File: config.mk
export PLATFORM = sky130hd
export DESIGN_NAME = sbox_cfg_loader
export DESIGN_NICKNAME = d
export VERILOG_FILES = /design/src/rtl/sbox_cfg_pkg.sv /design/src/rtl/sbox_word_check.sv /design/src/rtl/sbox_cfg_loader.sv
export SDC_FILE = /design/constraint.sdc
export NUM_CORES = 1
export LEC_CHECK = 0
export ABC_AREA = 1
export CAP_MARGIN = 5
export CORE_MARGIN = 4
export CORE_UTILIZATION = 60
export DETAILED_ROUTE_END_ITERATION = 16
export GPL_ROUTABILITY_DRIVEN = 0
export GPL_TIMING_DRIVEN = 1
export PLACE_DENSITY = 0.94
export SLEW_MARGIN = 10
export SYNTH_ARGS = -nofsm -noshare
export SYNTH_HDL_FRONTEND = slang
export SYNTH_SLANG_ARGS = --single-unit
File: constraint.sdc
create_clock -name clk -period 5.13 [get_ports clk]
set_input_delay 1.026 -clock clk [delete_from_list [all_inputs] [get_ports clk]]
set_output_delay 1.026 -clock clk [all_outputs]
set_load 0.1 [all_outputs]
File: src/rtl/sbox_cfg_pkg.sv
// Shared types and constants for the switch-box configuration loader.
package sbox_cfg_pkg;

    localparam int unsigned WORD_W    = 6;
    localparam logic [7:0]  SYNC_BYTE = 8'hA5;

    typedef enum logic [2:0] {
        SIDE_NONE   = 3'd0,
        SIDE_TOP    = 3'd1,
        SIDE_RIGHT  = 3'd2,
        SIDE_BOTTOM = 3'd3,
        SIDE_LEFT   = 3'd4
    } side_e;

    typedef enum logic [2:0] {
        ST_IDLE,
        ST_SYNC,
        ST_DATA,
        ST_CSUM,
        ST_CHECK,
        ST_ERROR
    } state_e;

    // One pin's routing word: source pin index above source side.
    typedef struct packed {
        logic [2:0] idx;
        side_e      side;
    } cfg_word_t;

endpackage

File: src/rtl/sbox_word_check.sv
// Flags any shadow word whose side field is not a defined side code.
module sbox_word_check
    import sbox_cfg_pkg::*;
#(
    parameter int unsigned NW = 18,
    parameter int unsigned WW = WORD_W
) (
    input  logic [NW*WW-1:0] words_i,
    output logic             illegal_c_o
);

    cfg_word_t w;

    always_comb begin
        illegal_c_o = 1'b0;
        w           = '0;
        for (int unsigned i = 0; i < NW; i++) begin
            w = cfg_word_t'(words_i[i*WW +: WORD_W]);
            if (w.side > SIDE_LEFT) begin
                illegal_c_o = 1'b1;
            end
        end
    end

endmodule

File: src/rtl/sbox_cfg_loader.sv
// Serial bitstream loader for the switch-box matrix: sync byte, shadow words,
// checksum, then an atomic commit of the shadow into cfg_active.
module sbox_cfg_loader
    import sbox_cfg_pkg::*;
#(
    parameter int unsigned NH = 5,
    parameter int unsigned NV = 4,
    parameter int unsigned WW = WORD_W
) (
    input  logic                        clk,
    input  logic                        rst_n,
    input  logic                        cfg_start,
    input  logic                        cfg_valid,
    input  logic                        cfg_bit,
    output logic                        cfg_ready,
    output logic                        busy,
    output logic                        done,
    output logic                        err,
    output logic [(2*NH+2*NV)*WW-1:0]   cfg_active
);

    localparam int unsigned NWORDS = 2*NH + 2*NV;
    localparam int unsigned CFG_W  = NWORDS * WW;
    localparam int unsigned CNT_W  = 7;
    localparam int unsigned WB_W   = $clog2(WW);

    state_e             state_q, state_d;
    logic [CNT_W-1:0]   cnt_q, cnt_d;
    logic [WB_W-1:0]    wbit_q, wbit_d;
    logic [WW-2:0]      word_q, word_d;
    logic [7:0]         rx_q, rx_d;
    logic [7:0]         acc_q, acc_d;
    logic [CFG_W-1:0]   shadow_q, shadow_d;
    logic [CFG_W-1:0]   active_q, active_d;
    logic               ready_q, ready_d;
    logic               busy_q, busy_d;
    logic               done_q, done_d;
    logic               err_q, err_d;

    logic               fire;
    logic               illegal;
    logic [7:0]         rx_shift;
    logic [WW-1:0]      word_full;

    assign fire      = cfg_valid && ready_q;
    assign rx_shift  = {rx_q[6:0], cfg_bit};
    assign word_full = {word_q, cfg_bit};

    sbox_word_check #(
        .NW (NWORDS),
        .WW (WW)
    ) u_word_check (
        .words_i     (shadow_q),
        .illegal_c_o (illegal)
    );

    // Completed words shift in from the top so the first word lands at [WW-1:0].
    always_comb begin
        state_d  = state_q;
        cnt_d    = cnt_q;
        wbit_d   = wbit_q;
        word_d   = word_q;
        rx_d     = rx_q;
        acc_d    = acc_q;
        shadow_d = shadow_q;
        active_d = active_q;
        done_d   = 1'b0;

        if (fire) begin
            cnt_d = cnt_q + CNT_W'(1);
        end

        if (cfg_start) begin
            state_d = ST_SYNC;
            acc_d   = '0;
        end else begin
            unique case (state_q)
                ST_SYNC: begin
                    if (fire) begin
                        rx_d = rx_shift;
                        if (cnt_q == CNT_W'(7)) begin
                            state_d = (rx_shift == SYNC_BYTE) ? ST_DATA : ST_ERROR;
                        end
                    end
                end
                ST_DATA: begin
                    if (fire) begin
                        word_d = word_full[WW-2:0];
                        wbit_d = wbit_q + WB_W'(1);
                        if (wbit_q == WB_W'(WW-1)) begin
                            wbit_d   = '0;
                            shadow_d = {word_full, shadow_q[CFG_W-1:WW]};
                            acc_d    = acc_q + 8'(word_full);
                        end
                        if (cnt_q == CNT_W'(CFG_W-1)) begin
                            state_d = ST_CSUM;
                        end
                    end
                end
                ST_CSUM: begin
                    if (fire) begin
                        rx_d = rx_shift;
                        if (cnt_q == CNT_W'(7)) begin
                            state_d = ST_CHECK;
                        end
                    end
                end
                ST_CHECK: begin
                    if ((rx_q == acc_q) && !illegal) begin
                        active_d = shadow_q;
                        done_d   = 1'b1;
                        state_d  = ST_IDLE;
                    end else begin
                        state_d  = ST_ERROR;
                    end
                end
                default: ;
            endcase
        end

        if (cfg_start || (state_d != state_q)) begin
            cnt_d  = '0;
            wbit_d = '0;
        end

        ready_d = (state_d == ST_SYNC) || (state_d == ST_DATA) || (state_d == ST_CSUM);
        busy_d  = ready_d || (state_d == ST_CHECK);
        err_d   = (state_d == ST_ERROR);
    end

    always_ff @(posedge clk or negedge rst_n) begin
        if (!rst_n) begin
            state_q  <= ST_IDLE;
            cnt_q    <= '0;
            wbit_q   <= '0;
            word_q   <= '0;
            rx_q     <= '0;
            acc_q    <= '0;
            shadow_q <= '0;
            active_q <= '0;
            ready_q  <= 1'b0;
            busy_q   <= 1'b0;
            done_q   <= 1'b0;
            err_q    <= 1'b0;
        end else begin
            state_q  <= state_d;
            cnt_q    <= cnt_d;
            wbit_q   <= wbit_d;
            word_q   <= word_d;
            rx_q     <= rx_d;
            acc_q    <= acc_d;
            shadow_q <= shadow_d;
            active_q <= active_d;
            ready_q  <= ready_d;
            busy_q   <= busy_d;
            done_q   <= done_d;
            err_q    <= err_d;
        end
    end

    assign cfg_ready  = ready_q;
    assign busy       = busy_q;
    assign done       = done_q;
    assign err        = err_q;
    assign cfg_active = active_q;

endmodule

# Yosys cells after proc, flatten, opt, wreduce, memory -nomap -nowiden
# Index checks and enable logic that the tools add are counted.
# totals
word_cells	111
register_bits	254
inputBits	5
output_inout_bits	112
# op_classes
muxes	42
magnitude_cmp	18
addsub	3
n_reduce_logical	19
eq_ne	16
bitwise	1
# op_table
operator	count
$gt 3x3->1 const B	18
$mux 3	14
$mux 8	4
$mux 1	21
$reduce_and 3->1	5
$mux 7	2
$eq 3x2->1 const B	4
$eq 3x3->1 const B	4
$pmux 3 s4	1
$reduce_bool 2->1	5
$add 8x6->8	1
$eq 8x8->1	1
$eq 8x8->1 const B	1
$add 7x1->7 const B	1
$eq 7x3->1 const B	1
$eq 7x7->1 const B	1
$eq 3x1->1 const B	2
$logic_or 1x1->1	4
$reduce_and 4->1	1
$add 3x1->3 const B	1
$ne 3x3->1	1
$logic_and 1x1->1	2
$ne 2x1->1 const B	1
$reduce_or 2->1	1
2 further kinds	2

# Longest topological paths before layout
# Gate-level depths: netlist (run 1).
# logic_depth
depth_word	28
ltp_mapped	15
ltp_nobuf	14

# By module
# Synthesis (run 1) repeated with hierarchy kept, for this count alone.
# unflattened
hier_cells	1155
area_unflattened_um2	10840.4
# modules_own_cells
module	seq_area_each_um2	n_inst	cells_per_inst	area_each_um2
sbox_cfg_loader	6356.1	1	1100	10615.2
sbox_word_check	0.0	1	55	225.2

# Worst setup path after synthesis (run 1)
# Ideal clock, no wire load.
# synth_timing
path_type	input to register
startpoint	in cfg_bit
endpoint	reg acc_q[6]
setup_slack_ns	2.720
arrival_time_ns	2.285
setup_ns	0.125
stages	9
t_required_ns	5.005
n_path_buf	0
path_cell_list	ha_1 > fa_1 > nand3_1 > nand3_1 > a21o_1 > a21oi_1 > nor2_1 > o21ai_0 > a21oi_1
# synth_between
elab_chain_len	5
# synth_lines
element	line	source
start: declaration	sbox_cfg_loader.sv:14	input logic cfg_bit,
$add 8x6->8	sbox_cfg_loader.sv:93	acc_d = acc_q + 8'(word_full);
$mux 8	sbox_cfg_loader.sv:90	if (wbit_q == WB_W'(WW-1)) begin
$mux 8	sbox_cfg_loader.sv:87	if (fire) begin
$mux 8	sbox_cfg_loader.sv:77	unique case (state_q)
$mux 8	sbox_cfg_loader.sv:73	if (cfg_start) begin
end signal: assignment	sbox_cfg_loader.sv:138	acc_q <= '0;
end signal: assignment	sbox_cfg_loader.sv:151	acc_q <= acc_d;
end: declaration	sbox_cfg_loader.sv:32	logic [7:0] acc_q, acc_d;
# Every way passes these cells. The select of a mux whose other input is x is not followed.
# A chain may end at the register's enable or synchronous reset.

# Worst setup path after layout (run 1)
# layout_timing
startpoint	in cfg_start
endpoint	reg active_q[2], in the netlist cfg_active[2]
# layout_between
elab_chain_len	2
# layout_lines
element	line	source
start: declaration	sbox_cfg_loader.sv:12	input logic cfg_start,
$not 1->1 (no line)	--	
$reduce_and 3->1 (no line)	--	
end signal: assignment	sbox_cfg_loader.sv:153	active_q <= active_d;
end: declaration	sbox_cfg_loader.sv:34	logic [CFG_W-1:0] active_q, active_d;
# Every way passes these cells.

==> results of run 1 <==
-- registers in the layout (all words and copies together) (netlist names) --
register / flops
word_q: 5
cnt_q: 7
cfg_active: 108
busy: 1
rx_q: 8
done: 1
shadow_q: 108
wbit_q: 3
cfg_ready: 1
err: 1
acc_q: 8
state_q: 3
-- final cells by class --
| cell class | instances | area share, % |
|---|---|---|
| Sequential cell | 254 | 51.6 |
| Multi-Input combinational cell | 691 | 26.4 |
| Timing Repair Buffer | 122 | 9.84 |
| Clock buffer | 35 | 5.96 |
| Inverter | 123 | 3.76 |
| Tap cell | 220 | 2.24 |
| Clock inverter | 5 | 0.203 |
-- cells in the final DEF, fill, tap and decap left out --
master           instances
o22ai_1                  1
xnor2_1                  3
a21o_1                   1
mux2_2                   1
nand3_2                  2
clkinv_2                 6
a21oi_2                 20
nor4_1                   2
nand4_1                  4
o211ai_1                 1
nor2_1                  54
o21ai_1                  2
mux2i_1                  1
xor2_1                   7
buf_8                    1
buf_4                    6
nand2_1                330
nor2_4                   2
clkinv_1                 1
o21bai_1                 1
o21ai_0                197
inv_1                  115
dfrtp_1                254
nand2_2                  3
inv_2                    6
o2bb2ai_1                1
clkbuf_1                 3
ha_1                     7
a21oi_1                 16
fa_1                     1
nor3_1                  15
clkdlybuf4s50_1        115
nand2_8                  2
nand3_1                 17
clkbuf_16               25
clkbuf_8                 7
-- routing by layer --
metal,wire [um],track usage [%],vias up
li1,-,-,3736
met1,9200,30.1,3729
met2,11400,40.8,250
met3,1240,4.00,50
met4,555,6.90,0
met5,0,0,-
-- final timing paths --
path,startpoint,to,slack (ns),cells past startpoint
max,cfg_start,cfg_active[2],2.02,6
min,shadow_q[4],cfg_active[4],0.47,2
max reg2reg,shadow_q[54],cfg_active[2],2.05,9
min reg2reg,shadow_q[4],cfg_active[4],0.47,2
max in group asynchronous,rst_n,cfg_active[100],3.32,2
min in group asynchronous,rst_n,cfg_active[15],0.60,1
-- power by group through the flow --
stage          Combinational (mW)  Clock, mW  Sequential [mW]
6_report                    0.322       1.69             2.10
5_1_grt                     0.363       1.81             2.10
4_1_cts                     0.323       1.72             2.10
3_5_place_dp                0.321          0             2.13
3_3_place_gp                0.306          0             2.13
2_1_floorplan               0.191          0             2.16
-- stage by stage --
| step | instances | util [%] | power, mW | cell area [sq um] |
|---|---|---|---|---|
| 2_1_floorplan | 1117 | - | 2.35 | 10300 |
| 6_report | 1450 | 73.7 | 4.11 | 12300 |
| 4_1_cts | 1450 | 73.7 | 4.14 | 12300 |
| 3_5_place_dp | 1410 | 69.2 | 2.45 | 11600 |
| 5_1_grt | 1450 | 73.7 | 4.28 | 12300 |
| 3_3_place_gp | 1410 | 69.2 | 2.44 | 11600 |
-- worst max-delay path, stage by stage --
cell and delay [ns]:
clkdlybuf4s50_1 0.53, nor2_1 0.34, nand2_8 0.40, inv_1 0.93, nand2_1 0.16, nand2_1 0.13
-- cell families (layout without fill, tap and decap cells) --
kind of cell,after synthesis,in the layout
compound gates,240,240
xor+xnor,10,10
fa+ha+maj,8,8
buf+inv,172,285
flops,254,254
mux,2,2
simple gates,431,431
==> results.sh, run 1 <==
export IMPL_hold_viol_final=0
export IMPL_clkTransAtPathRegs_ns=0.06
export IMPL_wl_per_cell_um=15.4
export IMPL_htreeDepth=1
export IMPL_synth_most_common_cell="nand2_1"
export IMPL_dp_slack_ns=1.53
export IMPL_dieWidth_um=139
export IMPL_antennaDiodeCount=0
export IMPL_critPathKind="in -> reg"
export IMPL_io_buffer_count=116
export IMPL_synth_top_cell_by_area="dfrtp_1"
export IMPL_final_nets=1230
export IMPL_power_density_nw_per_um2=334
export IMPL_dp_hpwl_um=14800
export IMPL_fmax_ghz=0.321
export IMPL_synth_seq_cells=254
export IMPL_grt_max_degree=155
export IMPL_synth_top_family_by_area="simple AND/OR/NAND/NOR gates"
export IMPL_overflow=0
export IMPL_syn_to_final_growth_pct=19.7
export IMPL_wl_um=22400
export IMPL_yosys_warnings=0
export IMPL_tns_ns=0
export IMPL_cts_hold_repair_buffers=0
export IMPL_avgSynthCellArea_sq_um=9.21
export IMPL_io_pins=117
export IMPL_worst_pin_slew_ns=1.06
export IMPL_cts_buffer_depth=3
export IMPL_drv_slew=0
export IMPL_setup_violations=0
export IMPL_worst_ep_required_time_ns=5.57
export IMPL_initial_core_util_pct=61.6
export IMPL_ys_seq_area_share_pct=61.8
export IMPL_clk_latency_ns=0.52
export IMPL_critPathArrivalTime_ns=3.55
export IMPL_track_usage_pct=23.3
export IMPL_synth_mux_area_fraction_pct=0.207
export IMPL_cts_made_buffers=25
export IMPL_post_cts_resized=0
export IMPL_rsz0062_at_grt="no"
export IMPL_synth_area_leaders="dfrtp_1 (62%), nand2_1 (12%), o21ai_0 (9.6%)"
export IMPL_status="finished, final reports clean"
export IMPL_crit_fanout=117
export IMPL_skew_ns=0.0117
export IMPL_grt_pass1_wl_um=37400
export IMPL_vias_per_cell=5.36
export IMPL_synthAdderAreaFrac_pct=1.05
export IMPL_pwr_share_comb_pct=7.8
export IMPL_start_kind="input port"
export IMPL_yosysTopAreaCellShare_pct=61.8
export IMPL_cts_tree="built"
export IMPL_maxSlewHeadroom_pct=29.5
export IMPL_async_reset_ff_share_pct=100
export IMPL_yosysUniqueCellTypes=33
export IMPL_total_leakage_power_nw=5.85
export IMPL_critical_path_endpoint_type="flop"
export IMPL_drc_errors=0
export IMPL_ant_nets=0
export IMPL_dieArea_sq_um=19300
export IMPL_holdWs_ns=0.472
export IMPL_syn_nets=1130
export IMPL_multiInputGateArea_sq_um=3250
export IMPL_drtPass1Iterations=5
export IMPL_cts_root_buf="clkbuf_16"
export IMPL_p_clk_share_pct=41.1
export IMPL_synth_compound_area_share_pct=12.5
export IMPL_core_rowCount=47
export IMPL_switching_share_pct=24.0
export IMPL_grt_pass1_vias=7571
export IMPL_min_period_ns=3.11
export IMPL_peakVddDrop_mv=0.226
export IMPL_die_h_um=139
export IMPL_synth_common_cells="nand2_1 (330), dfrtp_1 (254), o21ai_0 (197)"
export IMPL_synth_cells=1117
export IMPL_ff_latch_area_sq_um=6360
export IMPL_post_route_period_util_pct=60.7
export IMPL_drive_gt1_share_pct=6.59
export IMPL_min_path_type="reg -> reg"
export IMPL_cts_sinks=254
export IMPL_drtIter0Drc=600
export IMPL_coreArea_sq_um=16700
export IMPL_synth_edf_count=0
export IMPL_antenna_found_initial=0
export IMPL_syn_cell_area_sq_um=10300
export IMPL_pwr_share_seq_pct=51.0
export IMPL_drv_cap=0
export IMPL_nFillCells=1120
export IMPL_synth_xor_area_share_pct=0.852
export IMPL_synthFlopType="dfrtp_1"
export IMPL_p_int_mw=3.13
export IMPL_yosys_area_share_simple_pct=16.7
export IMPL_post_cts_buffers=0
export IMPL_via_count=7765
export IMPL_p_sw_mw=0.987
export IMPL_fin_ws_ns=2.02
No activity file was read; power rests on OpenSTA's default activity.
==> inputs of run 2 (changes only) <==
--- a/config.mk
+++ b/config.mk
@@ -8,11 +8,11 @@
 export ABC_AREA = 1
 export CAP_MARGIN = 5
 export CORE_MARGIN = 4
-export CORE_UTILIZATION = 60
+export CORE_UTILIZATION = 51
 export DETAILED_ROUTE_END_ITERATION = 16
 export GPL_ROUTABILITY_DRIVEN = 0
 export GPL_TIMING_DRIVEN = 1
-export PLACE_DENSITY = 0.94
+export PLACE_DENSITY = 0.86
 export SLEW_MARGIN = 10
 export SYNTH_ARGS = -nofsm -noshare
 export SYNTH_HDL_FRONTEND = slang
==> constraint.sdc (replaced) <==
create_clock -name clk -period 2.6 [get_ports clk]
set_input_delay 0.52 -clock clk [delete_from_list [all_inputs] [get_ports clk]]
set_output_delay 0.52 -clock clk [all_outputs]
set_load 0.1 [all_outputs]
==> run 2 against run 1 <==
  * Clock skew is 0.0032 ns higher
  * Non-clock buffer count is 12 higher
  * Wire length is 0.29% higher
  * Total power is 110% higher
  * Largest cell class unchanged
==> results.sh, run 2 (synthesis gave the netlist of run 1 again) <==
export IMPL_grt_pass1_wl_um=37300
export IMPL_grt_max_degree=70
export IMPL_ff2ff_path_depth=12
export IMPL_reg2reg_from="shadow_q[0]"
export IMPL_via_count=7725
export IMPL_multiInputGateArea_sq_um=3250
export IMPL_cts_made_buffers=26
export IMPL_drtPass1Iterations=5
export IMPL_initial_core_util_pct=52.3
export IMPL_drtIter0Drc=466
export IMPL_track_usage_pct=20.3
export IMPL_drv_cap=0
export IMPL_drv_slew=0
export IMPL_vias_per_cell=5.11
export IMPL_grt_pass1_vias=7580
export IMPL_antenna_found_initial=0
export IMPL_ff_latch_area_sq_um=6360
export IMPL_wl_per_cell_um=14.8
export IMPL_drive_gt1_share_pct=16.4
export IMPL_worst_ep_required_time_ns=3.05
export IMPL_ant_nets=0
export IMPL_final_nets=1243
export IMPL_dieWidth_um=150
export IMPL_dp_hpwl_um=15300
export IMPL_overflow=0
export IMPL_cts_sinks=254
export IMPL_fmax_ghz=0.422
export IMPL_cts_root_buf="clkbuf_16"
export IMPL_total_leakage_power_nw=6.20
export IMPL_status="finished, final reports clean"
export IMPL_syn_to_final_growth_pct=20.1
export IMPL_crit_fanout=31
export IMPL_whs_path_depth=2
export IMPL_critical_path_endpoint_type="flop"
export IMPL_drc_errors=0
export IMPL_post_cts_buffers=0
export IMPL_start_kind="flop"
export IMPL_cts_tree="built"
export IMPL_r2r_slack_ns=0.23
export IMPL_dieArea_sq_um=22500
export IMPL_tns_ns=0
export IMPL_htreeDepth=1
export IMPL_post_cts_resized=0
export IMPL_post_route_period_util_pct=91.2
export IMPL_rsz0062_at_grt="no"
export IMPL_hold_viol_final=0
export IMPL_holdWs_ns=0.479
export IMPL_nFillCells=1568
export IMPL_final_common_cell="nand2_1"
export IMPL_io_buffer_count=116
export IMPL_core_rowCount=51
export IMPL_power_density_nw_per_um2=685
export IMPL_worst_pin_slew_ns=0.563
export IMPL_hold_end="cfg_active[5]"
export IMPL_wl_um=22400
export IMPL_io_pins=117
export IMPL_clk_latency_ns=0.52
export IMPL_critPathArrivalTime_ns=2.82
export IMPL_min_path_type="reg -> reg"
export IMPL_reg2reg_to="cfg_active[3]"
export IMPL_skew_ns=0.0149
export IMPL_final_cell_mix="nand2_1 (330), dfrtp_1 (254), o21ai_0 (197)"
export IMPL_die_h_um=150
export IMPL_min_period_ns=2.37
export IMPL_antennaDiodeCount=0
export IMPL_cts_buffer_depth=3
export IMPL_critPathKind="reg -> reg"
export IMPL_peakVddDrop_mv=0.587
export IMPL_clkTransAtPathRegs_ns=0.06
export IMPL_coreArea_sq_um=19700
export IMPL_setup_violations=0
export IMPL_maxSlewHeadroom_pct=62.5
export IMPL_cts_hold_repair_buffers=1
export IMPL_min_from="shadow_q[5]"
## run 2: worst max path at each step
stage,startpoint,to,slack (ns)
floorplan,cfg_ready,shadow_q[10],0.25
global placement,cfg_bit,acc_q[6],0.12
detailed placement,cfg_bit,acc_q[6],0.09
CTS,shadow_q[1],cfg_active[75],0.28
global route,shadow_q[0],cfg_active[3],0.15
finish,shadow_q[0],cfg_active[3],0.23
## run 2: cell type report
type	count	share of cell area, %
Sequential cell	254	51.5
Timing Repair Buffer	134	9.00
Multi-Input combinational cell	691	26.3
Tap cell	265	2.68
Clock inverter	7	0.780
Clock buffer	38	6.05
Inverter	123	3.75
## run 2: critical path: stages, from the launching register on
cell and delay (ns):
dfrtp_1 0.39, o21ai_0 0.42, nand2_1 0.14, nor2_1 0.10
nand2_1 0.07, nor2_1 0.08, nand2_1 0.13, inv_1 0.17
nand2_8 0.17, inv_1 0.09, buf_4 0.31, nand2_1 0.11
nand2_1 0.08
## run 2: stage by stage
| stage | util, % | setup WS [ns] | area [sq um] | power (mW) | std cells |
|---|---|---|---|---|---|
| after CTS | 62.8 | 0.283 | 12400 | 8.52 | 1512 |
| after global placement | 58.5 | 0.124 | 11500 | 4.84 | 1466 |
| after global routing | 62.8 | 0.150 | 12400 | 8.81 | 1512 |
| after detailed placement | 58.5 | 0.0863 | 11500 | 4.87 | 1466 |
| final | 62.8 | 0.228 | 12400 | 8.47 | 1512 |
| after floorplan | - | 0.246 | 10300 | 4.63 | 1117 |
## run 2: per-layer routing
metal	track usage [%]	part of all wire, %	wire (um)	vias to the layer above
li1	-	-	-	3762
met1	27.2	43	9680	3729
met2	34.6	49	11100	193
met3	2.76	4.8	1070	41
met4	6.40	2.6	592	0
met5	0	0	0	-
## run 2: report_power, final
group          switching [mW]  internal [mW]  leakage, nW
clock                    1.47           2.19        0.415
combinational           0.463          0.189         2.39
sequential              0.104           4.05         3.40
